File: src/rtl/id_ex_stage_pkg.sv
// Shared definitions for the ID/EX pipeline register: datapath widths,
// ALU op codes, operand-select encodings and the bypass-match helper.
package id_ex_stage_pkg;

    localparam int XLEN   = 32;
    localparam int CTRL_W = 6;

    // ALU_NOP is the bubble encoding, so real ops start at 1
    typedef enum logic [5:0] {
        ALU_NOP  = 6'd0,
        ALU_ADD  = 6'd1,
        ALU_SUB  = 6'd2,
        ALU_OR   = 6'd3,
        ALU_XOR  = 6'd4,
        ALU_AND  = 6'd5,
        ALU_SLL  = 6'd6,
        ALU_SRL  = 6'd7,
        ALU_SRA  = 6'd8,
        ALU_JAL  = 6'd9,
        ALU_JALR = 6'd10,
        ALU_SLT  = 6'd11,
        ALU_SLTU = 6'd12,
        ALU_BLT  = 6'd13,
        ALU_BLTU = 6'd14,
        ALU_BGE  = 6'd15,
        ALU_BGEU = 6'd16,
        ALU_BEQ  = 6'd17,
        ALU_BNE  = 6'd18
    } alu_op_e;

    localparam logic [1:0] A_SEL_RS1  = 2'b00;
    localparam logic [1:0] A_SEL_PC   = 2'b01;
    localparam logic [1:0] A_SEL_PC4  = 2'b10;
    localparam logic [1:0] A_SEL_ZERO = 2'b11;

    localparam logic B_SEL_RS2 = 1'b0;
    localparam logic B_SEL_IMM = 1'b1;

    function automatic logic fwd_hit(input logic       valid,
                                     input logic       reg_write,
                                     input logic [4:0] rd,
                                     input logic [4:0] idx);
        return valid & reg_write & (rd != 5'd0) & (rd == idx);
    endfunction

endpackage

File: src/rtl/id_ex_stage_fwd_unit.sv
// Per-operand bypass mux: EX/MEM result beats MEM/WB result beats the
// register-file data captured at ID; x0 always reads zero.
module fwd_unit #(
    parameter int XLEN = 32
) (
    input  logic [4:0]      idx,
    input  logic [XLEN-1:0] reg_data,
    input  logic            exm_valid,
    input  logic            exm_reg_write,
    input  logic [4:0]      exm_rd,
    input  logic [XLEN-1:0] exm_result,
    input  logic            wb_valid,
    input  logic            wb_reg_write,
    input  logic [4:0]      wb_rd,
    input  logic [XLEN-1:0] wb_result,
    output logic [XLEN-1:0] fwd_data
);
    import id_ex_stage_pkg::*;

    // Three-way priority select of the operand source
    always_comb begin
        fwd_data = reg_data;
        if (idx == 5'd0) begin
            fwd_data = '0;
        end else if (fwd_hit(exm_valid, exm_reg_write, exm_rd, idx)) begin
            fwd_data = exm_result;
        end else if (fwd_hit(wb_valid, wb_reg_write, wb_rd, idx)) begin
            fwd_data = wb_result;
        end else begin
            fwd_data = reg_data;
        end
    end

endmodule

File: src/rtl/id_ex_stage.sv
// ID/EX pipeline register: captures decoded fields, inserts load-use and
// flush bubbles, and presents bypassed, selected operands to the ALU.
module id_ex_stage #(
    parameter int XLEN   = 32,
    parameter int CTRL_W = 6
) (
    input  logic              clock,
    input  logic              reset_n,
    input  logic              hold,
    input  logic              flush,
    input  logic              id_valid,
    input  logic [CTRL_W-1:0] id_alu_ctrl,
    input  logic [XLEN-1:0]   id_pc,
    input  logic [XLEN-1:0]   id_rs1_data,
    input  logic [XLEN-1:0]   id_rs2_data,
    input  logic [XLEN-1:0]   id_imm,
    input  logic [4:0]        id_rs1,
    input  logic [4:0]        id_rs2,
    input  logic [4:0]        id_rd,
    input  logic              id_uses_rs1,
    input  logic              id_uses_rs2,
    input  logic [1:0]        id_a_sel,
    input  logic              id_b_sel,
    input  logic              id_reg_write,
    input  logic              id_mem_read,
    input  logic              id_mem_write,
    input  logic              exm_valid,
    input  logic              exm_reg_write,
    input  logic [4:0]        exm_rd,
    input  logic [XLEN-1:0]   exm_result,
    input  logic              wb_valid,
    input  logic              wb_reg_write,
    input  logic [4:0]        wb_rd,
    input  logic [XLEN-1:0]   wb_result,
    output logic              load_use_stall,
    output logic              ex_valid,
    output logic [CTRL_W-1:0] ALU_Control,
    output logic [XLEN-1:0]   operand_A,
    output logic [XLEN-1:0]   operand_B,
    output logic [XLEN-1:0]   ex_store_data,
    output logic [4:0]        ex_rd,
    output logic              ex_reg_write,
    output logic              ex_mem_read,
    output logic              ex_mem_write,
    output logic [XLEN-1:0]   ex_pc
);
    import id_ex_stage_pkg::*;

    logic              ex_valid_r, ex_reg_write_r, ex_mem_read_r, ex_mem_write_r;
    logic              ex_b_sel_r, flush_pending_r;
    logic [CTRL_W-1:0] ex_alu_ctrl_r;
    logic [XLEN-1:0]   ex_pc_r, ex_rs1_data_r, ex_rs2_data_r, ex_imm_r;
    logic [4:0]        ex_rs1_r, ex_rs2_r, ex_rd_r;
    logic [1:0]        ex_a_sel_r;
    logic              stall_s, bubble_s;
    logic [XLEN-1:0]   rs1_fwd_s, rs2_fwd_s;

    // Load-use detection against the load currently in EX; a flush kills it
    always_comb begin
        stall_s = 1'b0;
        if (!flush && ex_valid_r && ex_mem_read_r && (ex_rd_r != 5'd0) && id_valid) begin
            stall_s = (id_uses_rs1 && (id_rs1 == ex_rd_r)) ||
                      (id_uses_rs2 && (id_rs2 == ex_rd_r));
        end else begin
            stall_s = 1'b0;
        end
    end

    assign load_use_stall = stall_s;
    assign bubble_s       = flush | flush_pending_r | stall_s;

    // EX register update: hold > flush (incl. deferred) > load-use > load ID
    always_ff @(posedge clock or negedge reset_n) begin
        if (!reset_n) begin
            ex_valid_r      <= 1'b0;
            ex_alu_ctrl_r   <= '0;
            ex_pc_r         <= '0;
            ex_rs1_data_r   <= '0;
            ex_rs2_data_r   <= '0;
            ex_imm_r        <= '0;
            ex_rs1_r        <= 5'd0;
            ex_rs2_r        <= 5'd0;
            ex_rd_r         <= 5'd0;
            ex_a_sel_r      <= A_SEL_RS1;
            ex_b_sel_r      <= B_SEL_RS2;
            ex_reg_write_r  <= 1'b0;
            ex_mem_read_r   <= 1'b0;
            ex_mem_write_r  <= 1'b0;
            flush_pending_r <= 1'b0;
        end else if (hold) begin
            if (flush) begin
                flush_pending_r <= 1'b1;
            end
        end else if (bubble_s) begin
            ex_valid_r      <= 1'b0;
            ex_alu_ctrl_r   <= '0;
            ex_pc_r         <= '0;
            ex_rs1_data_r   <= '0;
            ex_rs2_data_r   <= '0;
            ex_imm_r        <= '0;
            ex_rs1_r        <= 5'd0;
            ex_rs2_r        <= 5'd0;
            ex_rd_r         <= 5'd0;
            ex_a_sel_r      <= A_SEL_RS1;
            ex_b_sel_r      <= B_SEL_RS2;
            ex_reg_write_r  <= 1'b0;
            ex_mem_read_r   <= 1'b0;
            ex_mem_write_r  <= 1'b0;
            flush_pending_r <= 1'b0;
        end else begin
            ex_valid_r      <= id_valid;
            ex_alu_ctrl_r   <= id_alu_ctrl;
            ex_pc_r         <= id_pc;
            ex_rs1_data_r   <= id_rs1_data;
            ex_rs2_data_r   <= id_rs2_data;
            ex_imm_r        <= id_imm;
            ex_rs1_r        <= id_rs1;
            ex_rs2_r        <= id_rs2;
            ex_rd_r         <= id_rd;
            ex_a_sel_r      <= id_a_sel;
            ex_b_sel_r      <= id_b_sel;
            ex_reg_write_r  <= id_reg_write;
            ex_mem_read_r   <= id_mem_read;
            ex_mem_write_r  <= id_mem_write;
        end
    end

    fwd_unit #(.XLEN(XLEN)) u_fwd_rs1 (
        .idx(ex_rs1_r), .reg_data(ex_rs1_data_r),
        .exm_valid(exm_valid), .exm_reg_write(exm_reg_write),
        .exm_rd(exm_rd), .exm_result(exm_result),
        .wb_valid(wb_valid), .wb_reg_write(wb_reg_write),
        .wb_rd(wb_rd), .wb_result(wb_result),
        .fwd_data(rs1_fwd_s)
    );

    fwd_unit #(.XLEN(XLEN)) u_fwd_rs2 (
        .idx(ex_rs2_r), .reg_data(ex_rs2_data_r),
        .exm_valid(exm_valid), .exm_reg_write(exm_reg_write),
        .exm_rd(exm_rd), .exm_result(exm_result),
        .wb_valid(wb_valid), .wb_reg_write(wb_reg_write),
        .wb_rd(wb_rd), .wb_result(wb_result),
        .fwd_data(rs2_fwd_s)
    );

    // ALU operand selection from bypassed sources, PC and immediate
    always_comb begin
        operand_A = '0;
        case (ex_a_sel_r)
            A_SEL_RS1:  operand_A = rs1_fwd_s;
            A_SEL_PC:   operand_A = ex_pc_r;
            A_SEL_PC4:  operand_A = ex_pc_r + {{(XLEN-3){1'b0}}, 3'd4};
            A_SEL_ZERO: operand_A = '0;
            default:    operand_A = '0;
        endcase
        if (ex_b_sel_r == B_SEL_IMM) begin
            operand_B = ex_imm_r;
        end else begin
            operand_B = rs2_fwd_s;
        end
    end

    assign ex_store_data = rs2_fwd_s;
    assign ex_valid      = ex_valid_r;
    assign ALU_Control   = ex_alu_ctrl_r;
    assign ex_rd         = ex_rd_r;
    assign ex_reg_write  = ex_reg_write_r;
    assign ex_mem_read   = ex_mem_read_r;
    assign ex_mem_write  = ex_mem_write_r;
    assign ex_pc         = ex_pc_r;

endmodule

File: config.mk
export PLATFORM = sky130hd
export DESIGN_NAME = id_ex_stage
export DESIGN_NICKNAME = d
export VERILOG_FILES = /design/src/rtl/id_ex_stage_pkg.sv /design/src/rtl/id_ex_stage_fwd_unit.sv /design/src/rtl/id_ex_stage.sv
export SDC_FILE = /design/constraint.sdc
export NUM_CORES = 1
export LEC_CHECK = 0
export ABC_AREA = 1
export CELL_PAD_IN_SITES_DETAIL_PLACEMENT = 0
export CELL_PAD_IN_SITES_GLOBAL_PLACEMENT = 1
export CORE_MARGIN = 3
export CORE_UTILIZATION = 32
export DETAILED_ROUTE_END_ITERATION = 10
export PLACE_DENSITY_LB_ADDON = 0.12
export SETUP_SLACK_MARGIN = 0.05
export SLEW_MARGIN = 5
export SYNTH_ARGS = -nofsm -noshare
export SYNTH_HDL_FRONTEND = slang
export SYNTH_SLANG_ARGS = --single-unit
File: constraint.sdc
create_clock -name clock -period 1.8 [get_ports clock]
set_input_delay 0.36 -clock clock [delete_from_list [all_inputs] [get_ports clock]]
set_output_delay 0.36 -clock clock [all_outputs]
set_load 0.01 [all_outputs]
# After elaboration in Yosys (flattened, before gate mapping)
# Index checks and enable logic that the tools add are counted.
[word_totals]
out_inout_bits = 144
reg_bits = 157
inputBits = 240
word_cells = 78
[classes]
reduce_logical = 16
eq_ne = 10
muxes = 26
n_addsub = 1
bitwise = 10
[ops]
columns = ["cell", "n"]
rows = [
  ["$mux W32", 11],
  ["$pmux W32 S4", 1],
  ["$add A32 B3 Y32 const B", 1],
  ["$eq A5 B5 Y1", 6],
  ["$mux W5", 3],
  ["$reduce_bool A5 Y1", 3],
  ["$logic_not A5 Y1", 2],
  ["$mux W1", 9],
  ["$and A1 B1 Y1", 8],
  ["$logic_and A1 B1 Y1", 6],
  ["$mux W6", 1],
  ["$eq A2 B2 Y1 const B", 2],
  ["$eq A2 B1 Y1 const B", 1],
  ["$logic_not A2 Y1", 1],
  ["$mux W2", 1],
  ["$ne A2 B1 Y1 const B", 1],
  ["$or A1 B1 Y1", 2],
  ["$reduce_and A2 Y1", 1],
  ["$reduce_bool A2 Y1", 1],
  ["$logic_not A1 Y1", 1],
  ["$logic_or A1 B1 Y1", 1],
]

# Longest topological paths before layout
# Gate-level depths: netlist of run 1.
[logic_depth]
ltp_word = 9
ltp_mapped = 11
depth_no_buf = 10

# Cells and area by module
# A second synthesis of run 1 with hierarchy kept.
[unflattened]
hier_cells = 1994
area_unflattened_um2 = 12533.3
[modules_own_cells]
columns = ["mod", "cells_per_inst", "seq_area_each_um2", "area_each_um2", "instances"]
rows = [
  ["id_ex_stage", 1392, 3928.8, 9913.3, 1],
  ["fwd_unit", 301, 0.0, 1310.0, 2],
]

# Worst setup path after synthesis of run 1
# OpenSTA, ideal clock, no wires.
[synth_path]
path_type = "reg2out"
start = "register ex_pc_r[2] (netlist: ex_pc[2])"
end = "output port operand_A[22]"
t_required_ns = 1.440
path_slack_ns = 0.016
stages_incl_launch_ff = 10
arrival_ns = 1.424
path_buffers = 0
cell_sequence = "dfrtp_1 ha_1 nand2_2 nor2_1 nand4_2 nor2_2 nand2_1 nand2_1 nand3_1 nand2_1"
[synth_between]
elab_chain_len = 2
[synth_lines]
columns = ["element", "line", "text"]
rows = [
  ["from (decl)", "id_ex_stage.sv:52", "logic [XLEN-1:0] ex_pc_r, ex_rs1_data_r, ex_rs2_data_r, ex_imm_r;"],
  ["from (signal assigned)", "id_ex_stage.sv:113", "ex_pc_r <= id_pc;"],
  ["$add A32 B3 Y32", "id_ex_stage.sv:152", "A_SEL_PC4: operand_A = ex_pc_r + {{(XLEN-3){1'b0}}, 3'd4};"],
  ["$pmux W32 S4", "id_ex_stage.sv:149", "case (ex_a_sel_r)"],
  ["to (decl)", "id_ex_stage.sv:38", "output logic [XLEN-1:0] operand_A,"],
]
# No other way between the ends.

# Worst setup path after layout of run 1
[layout_path]
start = "register ex_rs2_r[3]"
end = "output port operand_B[20]"
[layout_between]
elab_chain_len = 6
elab_cells_between_ends = 9
classes_between = "eq/ne (2); mux (4); bitwise (2); reduce/logical (1)"
[layout_lines]
columns = ["element", "line", "text"]
rows = [
  ["from (decl)", "id_ex_stage.sv:53", "logic [4:0] ex_rs1_r, ex_rs2_r, ex_rd_r;"],
  ["from (signal assigned)", "id_ex_stage.sv:118", "ex_rs2_r <= id_rs2;"],
  ["$eq A5 B5 Y1", "id_ex_stage_pkg.sv:43", "return valid & reg_write & (rd != 5'd0) & (rd == idx);"],
  ["$and A1 B1 Y1", "id_ex_stage_pkg.sv:43", ""],
  ["$mux W32", "id_ex_stage_fwd_unit.sv:27", "end else if (fwd_hit(wb_valid, wb_reg_write, wb_rd, idx)) begin"],
  ["$mux W32", "id_ex_stage_fwd_unit.sv:25", "end else if (fwd_hit(exm_valid, exm_reg_write, exm_rd, idx)) begin"],
  ["$mux W32 *", "id_ex_stage_fwd_unit.sv:23", "if (idx == 5'd0) begin"],
  ["$mux W32 *", "id_ex_stage.sv:156", "if (ex_b_sel_r == B_SEL_IMM) begin"],
  ["to (decl)", "id_ex_stage.sv:39", "output logic [XLEN-1:0] operand_B,"],
]
# Mark *: on every way between the ends. The rest lies on a longest branch, timed or not.

==> results.tsv, run 1 <==
metric	value	unit
chip width	198	um
fin crit share	1.49	
FF-to-FF setup slack	70	ps
Initial Utilization	0.329	
ys flop type	dfrtp_1	
DRT iter0 DRCs	1067	
final hold violations	0	
CP startpoint kind	register	
dpl cell area	17600	um2
Worst VDD drop	0.000654	V
fraction of registers with async set/reset	1.00	
Core Region	36000	um2
pin count of the biggest net entering global routing	72	
syn_nets	2071	
slew margin rel.	0.669	
Clock Skews	13.5	ps
# DRC	0	
status	finished with violations	
Syn-to-layout area delta	75.4	%
post-synthesis cell count	1829	
Leakage Power	11.0	nW
critical path class	reg -> out	
clock-pin slew on the worst setup and hold paths	70	ps
Post-Syn Area per Cell	6.47	um2
# setup viols final	97	
Worst-Margin Slew	496	ps
port bufs	383	
CTS tree	done	
Worst EP required	1440	ps
Post-Route WL	63500	um
nets	2652	
number of global-route vias before repair	14300	
power consumption	12.2	mW
row cnt	69	
Max FO, Critical Path	7	
Total Routing Usage GR	0.294	
violated checks	negative setup slack	
worst skew pair latency	460	ps
#FFs+latches synth	157	
CP Capture Type	primary output	
commonest non-fill, non-tap cell in the layout	nand2_1	
clock root buffer	clkbuf_16	
fin area	20800	um2
register area share after synthesis	0.332	
Max H-tree Level	4	
synthesized area	11800	um2
most frequent cells in the layout	nand2_1, clkdlybuf4s50_1, buf_4	
Netlist cell types	41	
IO Pins	384	
post-route ant nets	0	
hold slack final	289	ps
RSZ-0062 raised after global routing	yes	
drt pass-1 iters	5	
Vias/cell	5.17	
DP HPWL	44300	um
gpl congestion	1.00	
Ys Warns	0	
clk sinks	157	
placed insts	2762	
number of buffers created by CTS	17	
vias	14900	
max-cap viol count	0	
Pins Over Slew Limit	0	
worst hold path type	in -> async	
min Tclk post-route	2670	ps
non-filler cells, final	2887	
Wirelength per Cell	22.0	um
GR Overflow Total	0	
layout cell share with drive strength beyond 1	0.332	
Die Ht	198	um
Die ar.	39300	um2
Fmax	374	MHz
Setup WS post-layout	-874	ps
cell area power density	590	nW/um2
EDFF count, synth	0	
Worst Path Arrival	2310	ps
initial antenna violation count	9	
global-route wire length before repair	87400	um
deepest clock path buffer count	2	
[cells by family (layout without fill, tap and decap cells)]
kind of cell    Yosys count  after routing  share of synthesized area
compound gates          108            108                     0.0512
xor+xnor                 15             15                     0.0111
fa+ha+maj                 2              2                    0.00211
buf+inv                 284            876                      0.108
flops                   157            157                      0.332
other cells               0              4                          0
simple gates           1263           1264                      0.496
[Yosys cell counts (3+ instances only)]
cell type	count	share of area
nor2_4	6	0.0057
inv_1	161	0.051
nand3_2	11	0.0093
buf_6	20	0.019
o21ai_0	52	0.022
buf_4	4	0.0025
inv_2	3	0.00095
nand3_1	226	0.096
dfrtp_1	157	0.33
xnor2_1	10	0.0074
buf_2	30	0.013
nor2_1	51	0.016
nand3b_1	152	0.096
nand2_1	760	0.24
nand2_2	26	0.014
clkbuf_1	58	0.018
nor2_2	7	0.0037
a31oi_1	34	0.018
buf_1	5	0.0016
nand4_1	5	0.0026
a21oi_1	13	0.0055
nor3_1	10	0.0042
xor2_1	5	0.0037
[repair_timing]
item,CTS,global route
buffers inserted,15,44
endpoints found under the hold margin,123,0
endpoints found under the setup margin,259,300
gates cloned,6,25
gates resized for setup,428,483
hold buffers,1,0
pin swaps,34,124
[worst max-delay path: stages (launching register included)]
cell and delay [ps]:
dfrtp_2 440, buf_6 130, xnor2_2 110, nand2_1 100, nor2_4 220, buf_6 160
buf_12 140, buf_6 110, nand3_2 60, nand2_2 90, inv_2 40, nand3_2 60
nand2_1 60, buf_2 140
[report_power, final]
group	switching (mW)	total (mW)	leakage, nW	internal, mW
clock network	1.65	3.86	0.278	2.21
logic	2.31	4.38	8.69	2.07
registers	0.224	4.01	2.06	3.79
[metrics by stage]
stage / utilization / setup slack, ps / setup TNS [ps]
final: 0.577 / -874 / -74250
after global routing: 0.577 / -957 / -83280
after CTS: 0.520 / -969 / -98670
after detailed placement: 0.488 / -1230 / -178250
after global placement: 0.488 / -1220 / -173480
after floorplan: - / 33.7 / 0
[layout make-up]
class | instances | area (um2)
clock buffers | 20 | 447
well taps | 461 | 577
flip-flops and latches | 157 | 3960
diodes | 4 | 10.0
multi-input cells | 1389 | 8020
fillers | 3478 | 15200
repair buffers | 680 | 6980
clock inverters | 11 | 144
inverters | 165 | 627
[path summary, 6_finish.rpt]
check	from	end	depth (start not counted)
min in group clock	hold	ex_rs1_data_r[9]	5
setup reg to reg	ex_rd[1]	ex_rs1_data_r[23]	10
hold / removal	reset_n	ex_pc[11]	2
hold reg to reg	ex_imm_r[2]	ex_imm_r[2]	2
setup / recovery	ex_rs2_r[3]	operand_B[20]	13
max in group asynchronous	reset_n	ex_rs2_r[3]	3
[flip-flops by register name, summed over array words and instances (netlist names)]
| name | count |
|---|---|
| ALU_Control | 6 |
| ex_a_sel_r | 2 |
| ex_b_sel_r | 1 |
| ex_imm_r | 32 |
| ex_mem_read | 1 |
| ex_mem_write | 1 |
| ex_pc | 32 |
| ex_rd | 5 |
| ex_reg_write | 1 |
| ex_rs1_data_r | 32 |
| ex_rs1_r | 5 |
| ex_rs2_data_r | 32 |
| ex_rs2_r | 5 |
| ex_valid | 1 |
| flush_pending_r | 1 |
[layer usage]
| metal | GRT usage | vias to the layer above | wire (um) |
|---|---|---|---|
| li1 | - | 7018 | - |
| met1 | 0.384 | 7182 | 26700 |
| met2 | 0.484 | 594 | 29300 |
| met3 | 0.0674 | 109 | 5190 |
| met4 | 0.0941 | 12 | 2270 |
| met5 | 0 | - | 75 |
(Power assumes the default switching activity.)
==> run 2, diff against run 1 <==
--- a/config.mk
+++ b/config.mk
@@ -12,6 +12,7 @@
 export CORE_UTILIZATION = 32
 export DETAILED_ROUTE_END_ITERATION = 10
 export PLACE_DENSITY_LB_ADDON = 0.12
+export REMOVE_ABC_BUFFERS = 1
 export SETUP_SLACK_MARGIN = 0.05
 export SLEW_MARGIN = 5
 export SYNTH_ARGS = -nofsm -noshare
==> run 2 against run 1 <==
  * The run still ends with negative setup slack left
  * Sequential power is essentially flat
  * Largest cell class unchanged
  * Critical path type unchanged
  * Setup slack is essentially flat
  * Register-to-register slack lost 40 ps
  * Fmax is essentially flat
  * Final area shrank 0.49%
  * Global-route usage shrank 2.8 points
  * Sequential cell count is the same
==> results.tsv, run 2 (synthesis results as in run 1) <==
metric	value	unit	change
FF-to-FF path depth	10		unchanged
final hold violations	0		unchanged
number of global-route vias before repair	14000		-2.4%
cell area power density	593	nW/um2	+0.45%
RSZ-0062 raised after global routing	yes		
clock-pin slew on the worst setup and hold paths	70	ps	about the same
Worst R2R End	ex_a_sel_r[1]		
pin count of the biggest net entering global routing	92		+28%
CP startpoint kind	register		
worst hold path type	in -> async		
most frequent cells in the layout	nand2_1, clkdlybuf4s50_1, buf_4		
CP Capture Type	primary output		
Vias/cell	5.11		-1.0%
drt pass-1 iters	5		unchanged
worst skew pair latency	450	ps	about the same
Syn-to-layout area delta	74.6	%	
Setup Total Neg Slack	-76800	ps	-2560 ps
Worst EP required	1440	ps	about the same
min Tclk post-route	2670	ps	-0.222 ps
fillcell total	3391		-2.5%
critical path class	reg -> out		
post-route ant nets	0		unchanged
worst r2r src	ex_rd[2]		
fin crit share	1.49		about the same
Total Routing Usage GR	0.266		-0.0285
port bufs	383		unchanged
Fmax	374	MHz	about the same
Clock Skews	7.38	ps	-6.13 ps
nets	2629		-0.87%
Initial Utilization	0.329		unchanged
Max FO, Critical Path	5		-2
Die Ht	198	um	unchanged
clk sinks	157		unchanged
initial antenna violation count	5		-4
critical-path cell list	buf_6 -> xnor2_4 -> nand2_2 -> nor2_4 -> buf_12 -> nand2_8 -> clkbuf_16 -> a31oi_2 -> buf_2		
DRT iter0 DRCs	983		-7.9%
commonest non-fill, non-tap cell in the layout	nand2_1		
Worst-Margin Slew	603	ps	+107 ps
Max H-tree Level	4		unchanged
Worst Path Arrival	2310	ps	about the same
deepest clock path buffer count	2		unchanged
Die ar.	39300	um2	unchanged
CTS tree	done		
chip width	198	um	unchanged
# setup viols final	97		unchanged
Leakage Power	11.0	nW	-0.40%
Pins Over Slew Limit	0		unchanged
Setup WS post-layout	-874	ps	+0.222 ps
power consumption	12.2	mW	about the same
clock root buffer	clkbuf_16		
gpl congestion	0.894		-11%
vias	14700		-1.8%
status	finished with violations		
Worst VDD drop	0.000636	V	-2.9%
Wirelength per Cell	21.2	um	-3.6%
FF-to-FF setup slack	30	ps	-40 ps
Post-Route WL	60800	um	-4.4%
global-route wire length before repair	80600	um	-7.8%
# DRC	0		unchanged
max-cap viol count	0		unchanged
number of buffers created by CTS	17		unchanged
Core Region	36000	um2	unchanged
layout cell share with drive strength beyond 1	0.303		-0.0286
slew margin rel.	0.598		-0.0714
GR Overflow Total	0		unchanged
row cnt	69		unchanged
violated checks	negative setup slack		
slowest stage delay, CP	440	ps	about the same
critical path's slowest cell	dfrtp_2		
DP HPWL	38900	um	-12%
IO Pins	384		unchanged
[run 2: cell count changes in the layout (fill, tap and decap cells not counted), moves of 10 or more]
cell,previous run,this run
a31oi_4,5,17
buf_4,202,184
nand3_2,118,80
nand3_1,106,147
a31oi_2,14,4
[run 2: final cells by class]
class / instances / area, um2 / share of cell area
clock buffer: 20 / 457 / 0.0221
inverter: 165 / 632 / 0.0306
multi-input combinational: 1389 / 7970 / 0.386
clock inverter: 12 / 163 / 0.00787
antenna: 4 / 10.0 / 0.000484
tap: 461 / 577 / 0.0279
timing repair buffer: 657 / 6910 / 0.334
sequential: 157 / 3950 / 0.191
[run 2: what timing repair did]
| action | 4_1_cts | 5_1_grt |
|---|---|---|
| pin swaps | 26 | 131 |
| hold buffers | 1 | 0 |
| endpoints found under the hold margin | 16 | 0 |
| gates resized for setup | 444 | 456 |
| setup endpoints to repair | 293 | 300 |
| buffers inserted | 18 | 17 |
| cloned | 3 | 33 |
[run 2: how the worst max path moves through the flow]
stage | from | cells past startpoint | slack, ps | endpoint
floorplan | flush | 3 | -3700 | ex_rs1_r[4]
finish | ex_rs2_r[1] | 9 | -870 | ex_store_data[9]
CTS | ex_rs2_r[4] | 11 | -960 | operand_B[11]
global placement | exm_rd[4] | 10 | -1170 | operand_B[11]
detailed placement | exm_rd[4] | 8 | -1200 | ex_store_data[31]
global route | ex_rs2_r[1] | 9 | -950 | ex_store_data[2]
[run 2: critical path, delay by kind of cell, from the launching register on]
kind | cells | cell delay, ps
buf+inv | 4 | 690
flops | 1 | 440
simple gates | 3 | 360
compound gates | 1 | 200
xor+xnor | 1 | 150
[run 2: through the flow]
| stage | cell area [um2] | std cells | util | hold WS [ps] | setup WS [ps] |
|---|---|---|---|---|---|
| floorplan | 11200 | 1710 | - | 64.4 | -3700 |
| global placement | 17600 | 2760 | 0.488 | 196 | -1170 |
| detailed placement | 17600 | 2760 | 0.488 | 198 | -1200 |
| CTS | 18700 | 2814 | 0.519 | 283 | -960 |
| global route | 20700 | 2863 | 0.574 | 286 | -952 |
| finish | 20700 | 2865 | 0.574 | 297 | -874 |
[run 2: where the power goes]
group	internal [mW]	total, mW	switching [mW]	leakage (nW)
Sequential	3.78	4.00	0.220	2.06
Clock	2.27	3.93	1.67	0.285
Combinational	2.09	4.31	2.22	8.63
Total	8.14	12.2	4.10	11.0
[run 2: metal layers]
metal,GRT usage,share of wire,vias to the layer above
met5,0,0.00053,-
met4,0.0729,0.023,4
met3,0.0721,0.088,94
met2,0.435,0.48,631
met1,0.347,0.41,6953
li1,-,-,6970
